File: src/rtl/overflow_monitor_pkg.sv
// Shared definitions for the overflow monitor: per-channel state and the
// direction encoding of the mode input.
package overflow_monitor_pkg;

  typedef enum logic {
    EMPTY  = 1'b0,
    PRIMED = 1'b1
  } ch_state_e;

  localparam logic MODE_UP   = 1'b0;
  localparam logic MODE_DOWN = 1'b1;

endpackage

File: src/rtl/overflow_channel.sv
// One monitored count: compares each valid sample against the previous one
// and records wrap events (overflow when counting up, underflow when down).
module overflow_channel
  import overflow_monitor_pkg::*;
#(
  parameter int WIDTH = 8,
  parameter int EVT_W = 4
) (
  input  logic             clk,
  input  logic             reset,
  input  logic [WIDTH-1:0] sample,
  input  logic             valid,
  input  logic             mode,
  input  logic             clr,
  output logic             wrap_pulse,
  output logic             wrap_sticky,
  output logic             at_limit,
  output logic [EVT_W-1:0] evt_cnt
);

  localparam logic [EVT_W-1:0] EVT_MAX = {EVT_W{1'b1}};

  ch_state_e        state_q, state_d;
  logic [WIDTH-1:0] prev_q, prev_d;
  logic             mode_q, mode_d;
  logic             pulse_q, pulse_d;
  logic             sticky_q, sticky_d;
  logic             at_limit_q, at_limit_d;
  logic [EVT_W-1:0] evt_cnt_q, evt_cnt_d;

  logic mode_changed;
  logic wrapped;
  logic event_hit;

  // NOTE: every signal gets a hold/default value first so no path leaves it unassigned (no latch).
  always_comb begin
    state_d    = state_q;
    prev_d     = prev_q;
    at_limit_d = at_limit_q;
    mode_d     = mode;

    // A direction change invalidates the stored reference for this cycle.
    mode_changed = (mode != mode_q);
    wrapped      = (mode == MODE_UP) ? (sample < prev_q) : (sample > prev_q);
    event_hit    = valid && (state_q == PRIMED) && !mode_changed && wrapped;

    if (valid) begin
      prev_d     = sample;
      state_d    = PRIMED;
      at_limit_d = (mode == MODE_UP) ? (&sample) : ~(|sample);
    end else if (clr || mode_changed) begin
      state_d = EMPTY;
    end

    if (clr && !valid) at_limit_d = 1'b0;

    pulse_d = event_hit;

    // An event in the clear cycle survives the clear as the first new event.
    if (clr) begin
      sticky_d  = event_hit;
      evt_cnt_d = event_hit ? EVT_W'(1) : '0;
    end else begin
      sticky_d  = sticky_q | event_hit;
      evt_cnt_d = (event_hit && evt_cnt_q != EVT_MAX) ? evt_cnt_q + EVT_W'(1) : evt_cnt_q;
    end
  end

  // NOTE: sequential state uses non-blocking assignments so all flops sample together.
  always_ff @(posedge clk or posedge reset) begin
    if (reset) begin
      state_q    <= EMPTY;
      prev_q     <= '0;
      mode_q     <= MODE_UP;
      pulse_q    <= 1'b0;
      sticky_q   <= 1'b0;
      at_limit_q <= 1'b0;
      evt_cnt_q  <= '0;
    end else begin
      state_q    <= state_d;
      prev_q     <= prev_d;
      mode_q     <= mode_d;
      pulse_q    <= pulse_d;
      sticky_q   <= sticky_d;
      at_limit_q <= at_limit_d;
      evt_cnt_q  <= evt_cnt_d;
    end
  end

  assign wrap_pulse  = pulse_q;
  assign wrap_sticky = sticky_q;
  assign at_limit    = at_limit_q;
  assign evt_cnt     = evt_cnt_q;

endmodule

File: src/rtl/overflow_monitor.sv
// Multi-channel wrap monitor: one overflow_channel per count plus a
// registered interrupt combining the enabled sticky flags.
module overflow_monitor
  import overflow_monitor_pkg::*;
#(
  parameter int WIDTH    = 8,
  parameter int CHANNELS = 4,
  parameter int EVT_W    = 4
) (
  input  logic                      clk,
  input  logic                      reset,
  input  logic [CHANNELS*WIDTH-1:0] count,
  input  logic [CHANNELS-1:0]       valid,
  input  logic [CHANNELS-1:0]       mode,
  input  logic [CHANNELS-1:0]       clr,
  input  logic [CHANNELS-1:0]       irq_en,
  output logic [CHANNELS-1:0]       wrap_pulse,
  output logic [CHANNELS-1:0]       wrap_sticky,
  output logic [CHANNELS-1:0]       at_limit,
  output logic [CHANNELS*EVT_W-1:0] evt_cnt,
  output logic                      irq
);

  logic irq_q, irq_d;

  for (genvar c = 0; c < CHANNELS; c++) begin : g_ch
    overflow_channel #(
      .WIDTH(WIDTH),
      .EVT_W(EVT_W)
    ) u_ch (
      .clk        (clk),
      .reset      (reset),
      .sample     (count[c*WIDTH +: WIDTH]),
      .valid      (valid[c]),
      .mode       (mode[c]),
      .clr        (clr[c]),
      .wrap_pulse (wrap_pulse[c]),
      .wrap_sticky(wrap_sticky[c]),
      .at_limit   (at_limit[c]),
      .evt_cnt    (evt_cnt[c*EVT_W +: EVT_W])
    );
  end

  always_comb begin
    irq_d = |(wrap_sticky & irq_en);
  end

  always_ff @(posedge clk or posedge reset) begin
    if (reset) irq_q <= 1'b0;
    else       irq_q <= irq_d;
  end

  assign irq = irq_q;

endmodule

File: config.mk
export PLATFORM = sky130hd
export DESIGN_NAME = overflow_monitor
export DESIGN_NICKNAME = d
export VERILOG_FILES = /design/src/rtl/overflow_monitor_pkg.sv /design/src/rtl/overflow_channel.sv /design/src/rtl/overflow_monitor.sv
export SDC_FILE = /design/constraint.sdc
export NUM_CORES = 1
export LEC_CHECK = 0
export BUFFER_PORTS_ARGS = -buffer_cell sky130_fd_sc_hd__buf_2
export CORE_AREA = 3 3 89 112
export DETAILED_ROUTE_END_ITERATION = 16
export DIE_AREA = 0 0 92 115
export HOLD_SLACK_MARGIN = 0.02
export PLACE_DENSITY = 0.76
export SYNTH_ARGS = -nofsm -noshare
export SYNTH_HDL_FRONTEND = slang
export SYNTH_HIERARCHICAL = 1
export SYNTH_SLANG_ARGS = --single-unit
File: constraint.sdc
create_clock -name clk -period 3.25 [get_ports clk]
set_input_delay 0.1625 -clock clk [delete_from_list [all_inputs] [get_ports clk]]
set_output_delay 0.1625 -clock clk [all_outputs]
set_load 0.01 [all_outputs]
==> results by stage, run 1 <==
Drt:
- The number of design-rule violations left by the first detailed-router iteration is 102.
- After detailed routing, the number of remaining DRC violations is 0.
- Wires add up to 8640 um.
- Once detail routing completed, the nets flagged for antenna violations numbered 0.
- The count of vias placed by the detailed router is 3315.
- The number of search-and-repair iterations in the first detailed-routing pass is 6.
- In the final routed layout, each cell accounts on average for 14.2 um.
- The via density per instance is 5.44.

Worst setup path:
- Tracing the worst setup path back leads to its startpoint at g_ch[2].u_ch/prev_q[3].
- The logic depth of the worst path, buffers included is 7.
- In this run the worst setup path terminates at g_ch[2].u_ch/evt_cnt[2].
- In this run the critical register-to-register path is launched from g_ch[2].u_ch/prev_q[3].
- The longest individual stage delay on the worst path is 350 ps.
- The slowest stage of the critical path belongs to the cell sky130_fd_sc_hd__dfrtp_1.
- The endpoint of the worst-slack reg-to-reg timing path is g_ch[2].u_ch/evt_cnt[2].
- The slack of the worst reg-to-reg path is 1210 ps.
- STA puts the critical path data required time at ~3500 ps.
- The buffers plus inverters on the worst setup path is 1.
- The startpoint class of the critical path is a flop.
- The cell class contributing the biggest share of worst-path delay is compound AO/OA/AOI/OAI gates.
- Data on the critical path arrives at its endpoint at ~2300 ps.
- The category of the most critical setup path is flop to flop.
- The signal on the critical path passes through inv_1 > ha_1 > and4_4 > a211o_1 > a31oi_2 > o211ai_1 > a32o_1.
- The sort of element at the end of the critical path is a flop.
- In this run the worst path has a maximum fanout of 6.
- The number of cell instances on the worst register-to-register path is 7.

Clock tree:
- CTS saw 69 sinks.
- TritonCTS built the clock tree.
- CTS built an H-tree with a depth of 3.
- The cell at the root of the clock tree is sky130_fd_sc_hd__clkbuf_16.
- The longest clock path from root to sink contains 2 buffers.
- Once the clock tree was built, the resizer swapped 0 gates to a different size.
- The number of buffers created by CTS is 9.
- The number of setup buffers added after CTS is 0.
- The number of hold buffers added after cts is 5.
- The insertion delay of the later-clocked pin in the worst-skew pair is 330 ps.
- The clock-pin slew reported for the worst setup and hold paths after clock tree synthesis is 50 ps.

Global routing:
- The first global-routing pass estimated 14400 um of wire.
- The number of global-route vias before repair is 3221.
- The number of antenna violations at the first check in global routing was 1.
- The combined global-route utilization of all metal layers is 0.168.
- The largest net degree at the start of global routing is 20.
- The total congestion overflow is 0.

Floorplanning:
- The floorplan has 39 rows.
- The count of boundary I/O pins is between 70 and 80.
- The effective utilization at floorplan is 0.445.
- The horizontal die dimension is about 90 um.
- The floorplan step set the die height to ~120 um.
- The floorplan die area is 0.0106 mm^2.
- After floorplanning, the core was sized to cover 0.00908 mm^2.

Yosys:
- The Yosys warning count is 6.
- The post-synthesis adder-cell area fraction is 0.112.
- The mean area per synthesized cell is 10.1 um^2.
- The simple-gate portion of the synthesized area is 0.162.
- The post-synthesis xor/xnor area fraction is 0.00868.
- The synthesized flop and latch total is 69.
- The number of different library cells used by synthesis comes to 37.
- The total nets after synthesis is 487.
- In this run the cell area of the synthesized design comes to 0.00404 mm^2.
- The multiplexer area fraction after synthesis is 0.0211.
- The complex-gate fraction of the synthesized area was 0.207.
- Counting every instance in the synthesized netlist gives 401.
- After synthesis, the largest family of logic cells by area is compound AO/OA/AOI/OAI gates.
- The share of synthesized area occupied by flip-flops and latches is 0.428.

Pwr:
- The areal power density over the cells is 451 mW/mm^2.
- In this run the static leakage power is 2.38 nW.
- IR analysis of the VDD net gives a maximum drop of 0.250 mV.
- Summing internal, switching and leakage power gives 0.00217 W.

Timing:
- Based on the critical path, the design can be clocked at up to 0.490 GHz.
- Setup repair after global routing left no endpoint under its margin.
- The headroom to the max-slew limit is 0.558.
- The number of endpoints with negative hold slack in the final report is 0.
- The post-layout minimum cycle time is between 2000 and 2500 ps.
- The final total negative setup slack is 0 ps.
- For the final database, setup skew stands at 4.09 ps.
- Setup violations remaining at the end of the flow were counted as 0.
- The number of slew-limit violations in the final report is 0.
- For the pin with the worst max-slew slack, the measured transition is 662 ps.
- Dividing the final minimum period by the clock period gives 0.628.

Finish:
- The number of antenna repair diodes is 0.
- The finished cells cover 0.00482 mm^2.
- From synthesis to final layout, the design area changed by 19.3%.
- The library cell used most frequently in the layout, excluding fill and tap cells, is sky130_fd_sc_hd__buf_2.
- The number of non-filler instances in the completed layout is 609.
- Leaving out fill and tap cells, the most frequent cells in the layout are 78 x sky130_fd_sc_hd__buf_2, 69 x sky130_fd_sc_hd__dfrtp_1, 57 x sky130_fd_sc_hd__nand2_1, 45 x sky130_fd_sc_hd__inv_1.
- The fraction of layout cells with a size suffix above 1 is 0.245.
- The net count reported at finish is 569.

Place:
- The last weighted congestion value of the routability-driven placer is 0.859.
- During placement, the flow inserted port buffers numbering 78.
- Including well taps, the total number of placed cells is 590.
- Summed over all nets, the half-perimeter wirelength after detailed placement is 6680 um.
- The cell area reported after detailed placement is 0.00450 mm^2.

Flow run:
- The max-capacitance violation count is 0.

Min path:
- The path class of the lowest-slack min-delay path is input pin to flop.

Outcome:
- The flow ran to the end, and the final reports show no timing, DRC or antenna violations.
[per-layer routing]
| layer | up-vias | part of all wire | GRT usage |
|---|---|---|---|
| li1 | 1630 | - | - |
| met1 | 1578 | 0.44 | 0.201 |
| met2 | 91 | 0.48 | 0.290 |
| met3 | 14 | 0.056 | 0.0353 |
| met4 | 2 | 0.018 | 0.0773 |
| met5 | - | 0.0015 | 0 |
[power by group]
group / total [W] / internal, W / switching [W]
Sequential: 0.000944 / 0.000917 / 0.0000271
Combinational: 0.000352 / 0.000149 / 0.000203
Clock: 0.000877 / 0.000546 / 0.000331
Total: 0.00217 / 0.00161 / 0.000561
[Yosys cell counts (all sizes together)]
master   count  area share
nand2       57       0.053
or2          4      0.0062
o221a        4       0.011
dfrtp       69        0.43
a21oi        4      0.0050
ha          36        0.11
nor3         4      0.0050
o22a         4      0.0099
and4        12       0.033
nor3b        8       0.015
o21a         4      0.0074
and3         4      0.0062
a211o        8       0.017
a31o         4      0.0087
nor4         4      0.0062
nand4        8       0.012
o211ai       8       0.015
nand2b       4      0.0062
o41ai        4      0.0087
a21o         8       0.015
mux2i        4      0.0099
a221oi       4       0.015
xnor2        4      0.0087
nor2b        4      0.0062
nor2         8      0.0074
a22oi        2      0.0037
o2111ai      8       0.024
o21ai       36       0.045
mux2         4       0.011
a32o         4      0.0099
inv         45       0.042
buf         12       0.020
a31oi        4       0.012
nand3        4      0.0050
[state kept, by name, indices dropped and copies added, names as in the netlist]
name                   count
g_ch.u_ch/at_limit         4
g_ch.u_ch/wrap_pulse       4
irq                        1
g_ch.u_ch/wrap_sticky      4
g_ch.u_ch/state_q          4
g_ch.u_ch/prev_q          32
g_ch.u_ch/mode_q           4
g_ch.u_ch/evt_cnt         16
[how the worst min path moves through the flow]
stage | startpoint | endpoint | slack (ps) | depth (start not counted)
after global placement | reset | irq | 70 | 2
after CTS | clr[1] | g_ch[1].u_ch/evt_cnt[3] | 40 | 2
after global routing | irq_en[1] | irq | 60 | 3
after detailed placement | reset | irq | 60 | 2
final | irq_en[3] | irq | 60 | 3
after floorplan | reset | irq | -110 | 1
[worst register-to-register path, cell delays in order (launching register included)]
cell and delay [ps]:
sky130_fd_sc_hd__dfrtp_1 350, sky130_fd_sc_hd__inv_1 70, sky130_fd_sc_hd__ha_1 260, sky130_fd_sc_hd__and4_4 210
sky130_fd_sc_hd__a211o_1 310, sky130_fd_sc_hd__a31oi_2 290, sky130_fd_sc_hd__o211ai_1 160, sky130_fd_sc_hd__a32o_1 280
[per-stage QoR]
step / hold slack [ps] / utilization / setup slack (ps)
final: 61.6 / 0.531 / 1210
after global routing: 61.6 / 0.531 / 1080
after CTS: 44.5 / 0.531 / 1210
after detailed placement: 64.5 / 0.496 / 1220
after global placement: 67.0 / 0.496 / 1270
after floorplan: -109 / - / 1360
[logic make-up (layout without fill, tap and decap cells)]
| logic type | after synthesis | count (layout) |
|---|---|---|
| AO/OA/AOI/OAI | 106 | 106 |
| AND/OR/NAND/NOR | 121 | 121 |
| flip-flops | 69 | 69 |
| buffers and inverters | 57 | 142 |
| XOR/XNOR | 4 | 4 |
| adder cells (fa/ha/maj) | 36 | 36 |
| multiplexers | 8 | 8 |
[layout make-up]
type | instances | area (um^2)
repair buffers | 83 | 440
clock buffers | 12 | 256
fillers | 828 | 4260
multi-input cells | 275 | 2060
clock inverters | 2 | 10.0
inverters | 45 | 169
well taps | 123 | 154
flip-flops and latches | 69 | 1730
(Power assumes the default switching activity.)
==> inputs of run 2 (changes only) <==
- ABC_AREA: unset -> 1
- CORE_AREA: 3 3 89 112 -> 3 3 90 113
- DIE_AREA: 0 0 92 115 -> 0 0 93 116
- PLACE_DENSITY: 0.76 -> 0.78
- clock period: 3.25 -> 1.8 ns (I/O delays scaled with it)
==> results by stage, run 2 <==
Worst setup path:
- The endpoint of the worst-slack reg-to-reg timing path is g_ch[2].u_ch/evt_cnt[1] (was g_ch[2].u_ch/evt_cnt[2]).
- The slack of the worst reg-to-reg path is 160 ps (was 1210 ps).
- The required time of the worst setup path is 2010 ps (was 3460 ps).
- The worst-path maximum fanout came to 5 (was 6).
- The startpoint class of the critical path is an input pin (was flop).
- The category of the most critical setup path is input pin to flop (was flop to flop).
- The number of cell instances on the worst register-to-register path was 10 (was 7).
- The startpoint of the worst-slack reg-to-reg timing path was g_ch[2].u_ch/prev_q[3] (unchanged).
- The sort of element at the end of the critical path is a flop (unchanged).
- The arrival time at the worst endpoint came to 1920 ps (was 2250 ps).

Global routing:
- The first-pass GRT wire length came to 16000 um (was 14400 um).
- The number of antenna violations at the first check in global routing came to 0 (was 1).
- The number of global-route vias before repair was 3688 (was 3221).
- The largest net degree at the start of global routing is 18 (was 20).
- The combined global-route utilization of all metal layers is 0.184 (was 0.168).
- The total congestion overflow was 0 (unchanged).

Yosys:
- The post-synthesis xor/xnor area fraction is 0.00859 (was 0.00868).
- The area share of the leading cell type in the synthesized netlist came to 0.424 (was 0.428).
- The complex-gate fraction of the synthesized area is 0.0909 (was 0.207).
- The post-synthesis instance area is 0.00408 mm^2 (was 0.00404 mm^2).
- Biggest area contributors in the synthesized netlist: sky130_fd_sc_hd__dfrtp_1 42%, sky130_fd_sc_hd__nand2_1 12%, sky130_fd_sc_hd__ha_1 11%, sky130_fd_sc_hd__o21ai_0 6.4%, sky130_fd_sc_hd__inv_1 5.8% (was sky130_fd_sc_hd__dfrtp_1 43%, sky130_fd_sc_hd__ha_1 11%, sky130_fd_sc_hd__nand2_1 5.3%, sky130_fd_sc_hd__o21ai_1 4.5%, sky130_fd_sc_hd__inv_1 4.2%).
- The post-synthesis adder-cell area fraction is 0.110 (was 0.112).
- The number of synthesized flops with an enable pin is 0 (unchanged).
- The async set or reset register ratio after synthesis is 1.00 (unchanged).
- Most used standard cells in the synthesized netlist: 135 x sky130_fd_sc_hd__nand2_1, 69 x sky130_fd_sc_hd__dfrtp_1, 63 x sky130_fd_sc_hd__inv_1, 52 x sky130_fd_sc_hd__o21ai_0, 36 x sky130_fd_sc_hd__ha_1 (was 69 x sky130_fd_sc_hd__dfrtp_1, 57 x sky130_fd_sc_hd__nand2_1, 45 x sky130_fd_sc_hd__inv_1, 36 x sky130_fd_sc_hd__ha_1, 36 x sky130_fd_sc_hd__o21ai_1).
- The synthesized flop and latch total is 69 (unchanged).
- The combinational family with the most area after synthesis is simple AND/OR/NAND/NOR gates (was compound AO/OA/AOI/OAI gates).
- The dominant register cell in the synthesized netlist is sky130_fd_sc_hd__dfrtp_1 (unchanged).
- The total nets after synthesis is 593 (was 487).
- The number of standard cells after synthesis came to 507 (was 401).
- The unique cell type count in the Yosys netlist is 25 (was 37).
- The multiplexer area fraction after synthesis is 0 (was 0.0211).
- The share of synthesized area occupied by flip-flops and latches is 0.424 (was 0.428).
- The most common cell in the netlist was sky130_fd_sc_hd__nand2_1 (was sky130_fd_sc_hd__dfrtp_1).
- The mean area per synthesized cell is 8.04 um^2 (was 10.1 um^2).
- The Yosys warning count is 6 (unchanged).
- The simple-gate portion of the synthesized area was 0.290 (was 0.162).
- The top cell type by total area after synthesis is sky130_fd_sc_hd__dfrtp_1 (unchanged).

Clock tree:
- The number of buffers created by CTS is 9 (unchanged).
- The TritonCTS clock tree is done (unchanged).
- The clock-pin slew reported for the worst setup and hold paths after clock tree synthesis is 60 ps (was 50 ps).
- The cell at the root of the clock tree is sky130_fd_sc_hd__clkbuf_16 (unchanged).
- The depth of the CTS H-tree is 3 (unchanged).
- The number of clock sinks is 69 (unchanged).
- The maximum number of buffers from clock root to sink came to 2 (unchanged).
- The insertion delay of the later-clocked pin in the worst-skew pair came to 330 ps (about the same).
- The number of setup buffers added after CTS is 0 (unchanged).

Timing:
- RSZ-0062 raised after global routing: false (unchanged).
- The final worst clock skew is 3.72 ps (was 4.09 ps).
- The worst path needs 1710 ps of the cycle, external delays included.
- The final total negative setup slack is 0 ps (unchanged).
- In the finished design, the share of the clock period the worst path needs comes to 0.949.
- The number of endpoints with negative hold slack in the final report is 0 (unchanged).
- The actual transition at the worst max-transition pin is 672 ps (was 662 ps).
- The headroom to the max-slew limit is 0.551 (was 0.558).
- The highest clock rate is between 0.5 and 0.6 GHz.
- The post-layout worst setup margin is 91.3 ps (was 1210 ps).
- The number of slew-limit violations in the final report came to 0 (unchanged).
- The final count of negative-setup-slack endpoints is 0 (unchanged).

Pwr:
- The leakage power summed over all cells is 2.70 nW (was 2.38 nW).
- The proportion of power drawn by the clock network is 0.384 (was 0.403).
- The portion of total power attributed to sequential cells is 0.428 (was 0.434).
- The areal power density over the cells was 799 mW/mm^2 (was 451 mW/mm^2).
- The maximum resistive drop on vdd was 0.432 mV (was 0.250 mV).
- The internal power is 0.00287 W (was 0.00161 W).
- The combinational cell fraction of total power came to 0.189 (was 0.162).
- The power after layout is 0.00404 W (was 0.00217 W).
- The net switching share of the total power is 0.288 (was 0.258).
- The net switching power figure is 0.00116 W (was 0.000561 W).

Floorplanning:
- The count of boundary I/O pins came to 79 (unchanged).
- The horizontal die dimension is 93 um (was 92 um).
- The number of rows in the core area is 39 (unchanged).
- The effective utilization at floorplan was 0.444 (was 0.445).
- The area inside the core boundary is 0.00917 mm^2 (was 0.00908 mm^2).
- The floorplan die area is 0.0108 mm^2 (was 0.0106 mm^2).
- The vertical die dimension is 116 um (was 115 um).

Drt:
- The number of DRC violations after detailed routing came to 0 (unchanged).
- The aggregate routed wire length came to 9280 um (was 8640 um).
- The detailed-route wire length per cell came to 12.6 um (was 14.2 um).
- The via density per instance is 4.98 (was 5.44).
- The post-route antenna net violation count is 0 (unchanged).
- The number of search-and-repair iterations in the first detailed-routing pass is 4 (was 6).
- The number of design-rule violations left by the first detailed-router iteration is 110 (was 102).
- The count of vias placed by the detailed router was 3662 (was 3315).

Finish:
- The total of fill cells in the finished design came to 865 (was 828).
- The number of antenna repair diodes came to 0 (unchanged).
- The largest register by flop count is g_ch.u_ch/prev_q (unchanged).
- The fraction of layout cells with a size suffix above 1 came to 0.241 (was 0.245).
- The most frequent standard cell in the layout excluding fill and tap cells was sky130_fd_sc_hd__nand2_1 (was sky130_fd_sc_hd__buf_2).
- The area overhead of the layout relative to synthesis was 23.9% (was 19.3%).
- Commonest cells after routing, fill and taps aside: 135 x sky130_fd_sc_hd__nand2_1, 78 x sky130_fd_sc_hd__buf_2, 69 x sky130_fd_sc_hd__dfrtp_1, 62 x sky130_fd_sc_hd__inv_1, 52 x sky130_fd_sc_hd__o21ai_0 (was 78 x sky130_fd_sc_hd__buf_2, 69 x sky130_fd_sc_hd__dfrtp_1, 57 x sky130_fd_sc_hd__nand2_1, 45 x sky130_fd_sc_hd__inv_1).
- The number of flip-flops under the largest register name is 32 (unchanged).
- The number of non-filler instances in the completed layout is 736 (was 609).
- The net count reported at finish is 694 (was 569).
- The final instance area is 0.00505 mm^2 (was 0.00482 mm^2).

Place:
- The detailed placement HPWL is 7130 um (was 6680 um).
- The worst slack at placement is 173 ps (was 1220 ps).
- The last weighted congestion value of the routability-driven placer is 0.869 (was 0.859).
- The number of instances in the placed design is 704 (was 590).
- The number of buffers inserted by port buffering was 78 (unchanged).
- The cell area reported after detailed placement came to 0.00461 mm^2 (was 0.00450 mm^2).

Min path:
- The path class of the lowest-slack min-delay path was input pin to flop (unchanged).
- The end of the worst hold path is g_ch[0].u_ch/state_q (was irq).
- The critical hold path startpoint is clr[0] (was irq_en[3]).
- The cell depth of the worst min-delay path is 2 (was 3).

Outcome:
- Run status: completed (unchanged).

Flow run:
- The max-capacitance violation count came to 0 (unchanged).
-- run 2: changes by cell type in the layout (fill, tap and decap cells not counted), moves of 13 or more --
| cell | previous run | this run |
|---|---|---|
| sky130_fd_sc_hd__nand2_1 | 57 | 135 |
| sky130_fd_sc_hd__o21ai_0 | 0 | 52 |
| sky130_fd_sc_hd__o21ai_1 | 36 | 0 |
| sky130_fd_sc_hd__nand3_1 | 4 | 27 |
| sky130_fd_sc_hd__inv_1 | 45 | 62 |
| sky130_fd_sc_hd__inv_2 | 0 | 13 |
-- run 2: metrics by stage --
| step | util | hold slack, ps |
|---|---|---|
| after floorplan | - | -181 |
| after global placement | 0.502 | -12.8 |
| after detailed placement | 0.502 | -12.3 |
| after CTS | 0.548 | 20.4 |
| after global routing | 0.551 | 49.2 |
| final | 0.551 | 34.8 |
-- run 2: area by class of cell --
type                       count  area [um^2]  share of cell area
clock buffer                  10          229              0.0453
clock inverter                 6         30.0             0.00595
inverter                      79          297              0.0587
multi-input combinational    355         2060               0.409
sequential                    69         1730               0.342
tap                          123          154              0.0305
timing repair buffer          94          551               0.109
-- run 2: layer usage --
metal	up-vias	track usage	wire length, um	share of wire
met2	97	0.326	4750	0.51
li1	1847	-	-	-
met3	17	0.0331	487	0.052
met5	-	0	0	0
met4	0	0.0831	191	0.021
met1	1701	0.216	3850	0.42
-- run 2: cell families (layout without fill, tap and decap cells) --
| group | count (synthesis) | after routing |
|---|---|---|
| and+or+nand+nor | 247 | 247 |
| buffers and inverters | 83 | 189 |
| DFF | 69 | 69 |
| AOI/OAI and AO/OA | 68 | 68 |
| adders and majority gates | 36 | 36 |
| xor gates and xnor gates | 4 | 4 |
-- run 2: worst max path at each step --
stage	cells after the start	from	slack (ps)	end
after floorplan	9	g_ch[0].u_ch/prev_q[7]	380	g_ch[0].u_ch/evt_cnt[2]
after global placement	10	g_ch[2].u_ch/prev_q[3]	270	g_ch[2].u_ch/evt_cnt[2]
after detailed placement	10	g_ch[2].u_ch/prev_q[3]	170	g_ch[2].u_ch/evt_cnt[1]
after CTS	11	count[19]	110	g_ch[2].u_ch/evt_cnt[1]
after global routing	11	count[19]	0.2	g_ch[2].u_ch/evt_cnt[1]
final	11	count[19]	90	g_ch[2].u_ch/evt_cnt[1]
-- run 2: timing repair --
action                     4_1_cts  5_1_grt
hold endpoints to repair        84        0
gates resized for setup          0        5
setup endpoints to repair        0        7
hold buffers                    16        0
-- run 2: worst max-delay path, cell delays in order --
cell and delay (ps):
sky130_fd_sc_hd__dlygate4sd3_1 530, sky130_fd_sc_hd__buf_2 150, sky130_fd_sc_hd__ha_1 330, sky130_fd_sc_hd__a21oi_2 170, sky130_fd_sc_hd__nand2_1 70, sky130_fd_sc_hd__nand2_1 80, sky130_fd_sc_hd__nand2_1 60, sky130_fd_sc_hd__nand2_2 80
sky130_fd_sc_hd__nand4_2 150, sky130_fd_sc_hd__nand3_1 130, sky130_fd_sc_hd__nand2_1 70
-- run 2: power groups by stage --
stage / registers (W) / clock network (W) / logic (W)
after floorplan: 0.00176 / 0 / 0.000456
after global routing: 0.00174 / 0.00165 / 0.000881
final: 0.00173 / 0.00155 / 0.000761
after global placement: 0.00175 / 0 / 0.000688
after CTS: 0.00173 / 0.00160 / 0.000755
after detailed placement: 0.00175 / 0 / 0.000725
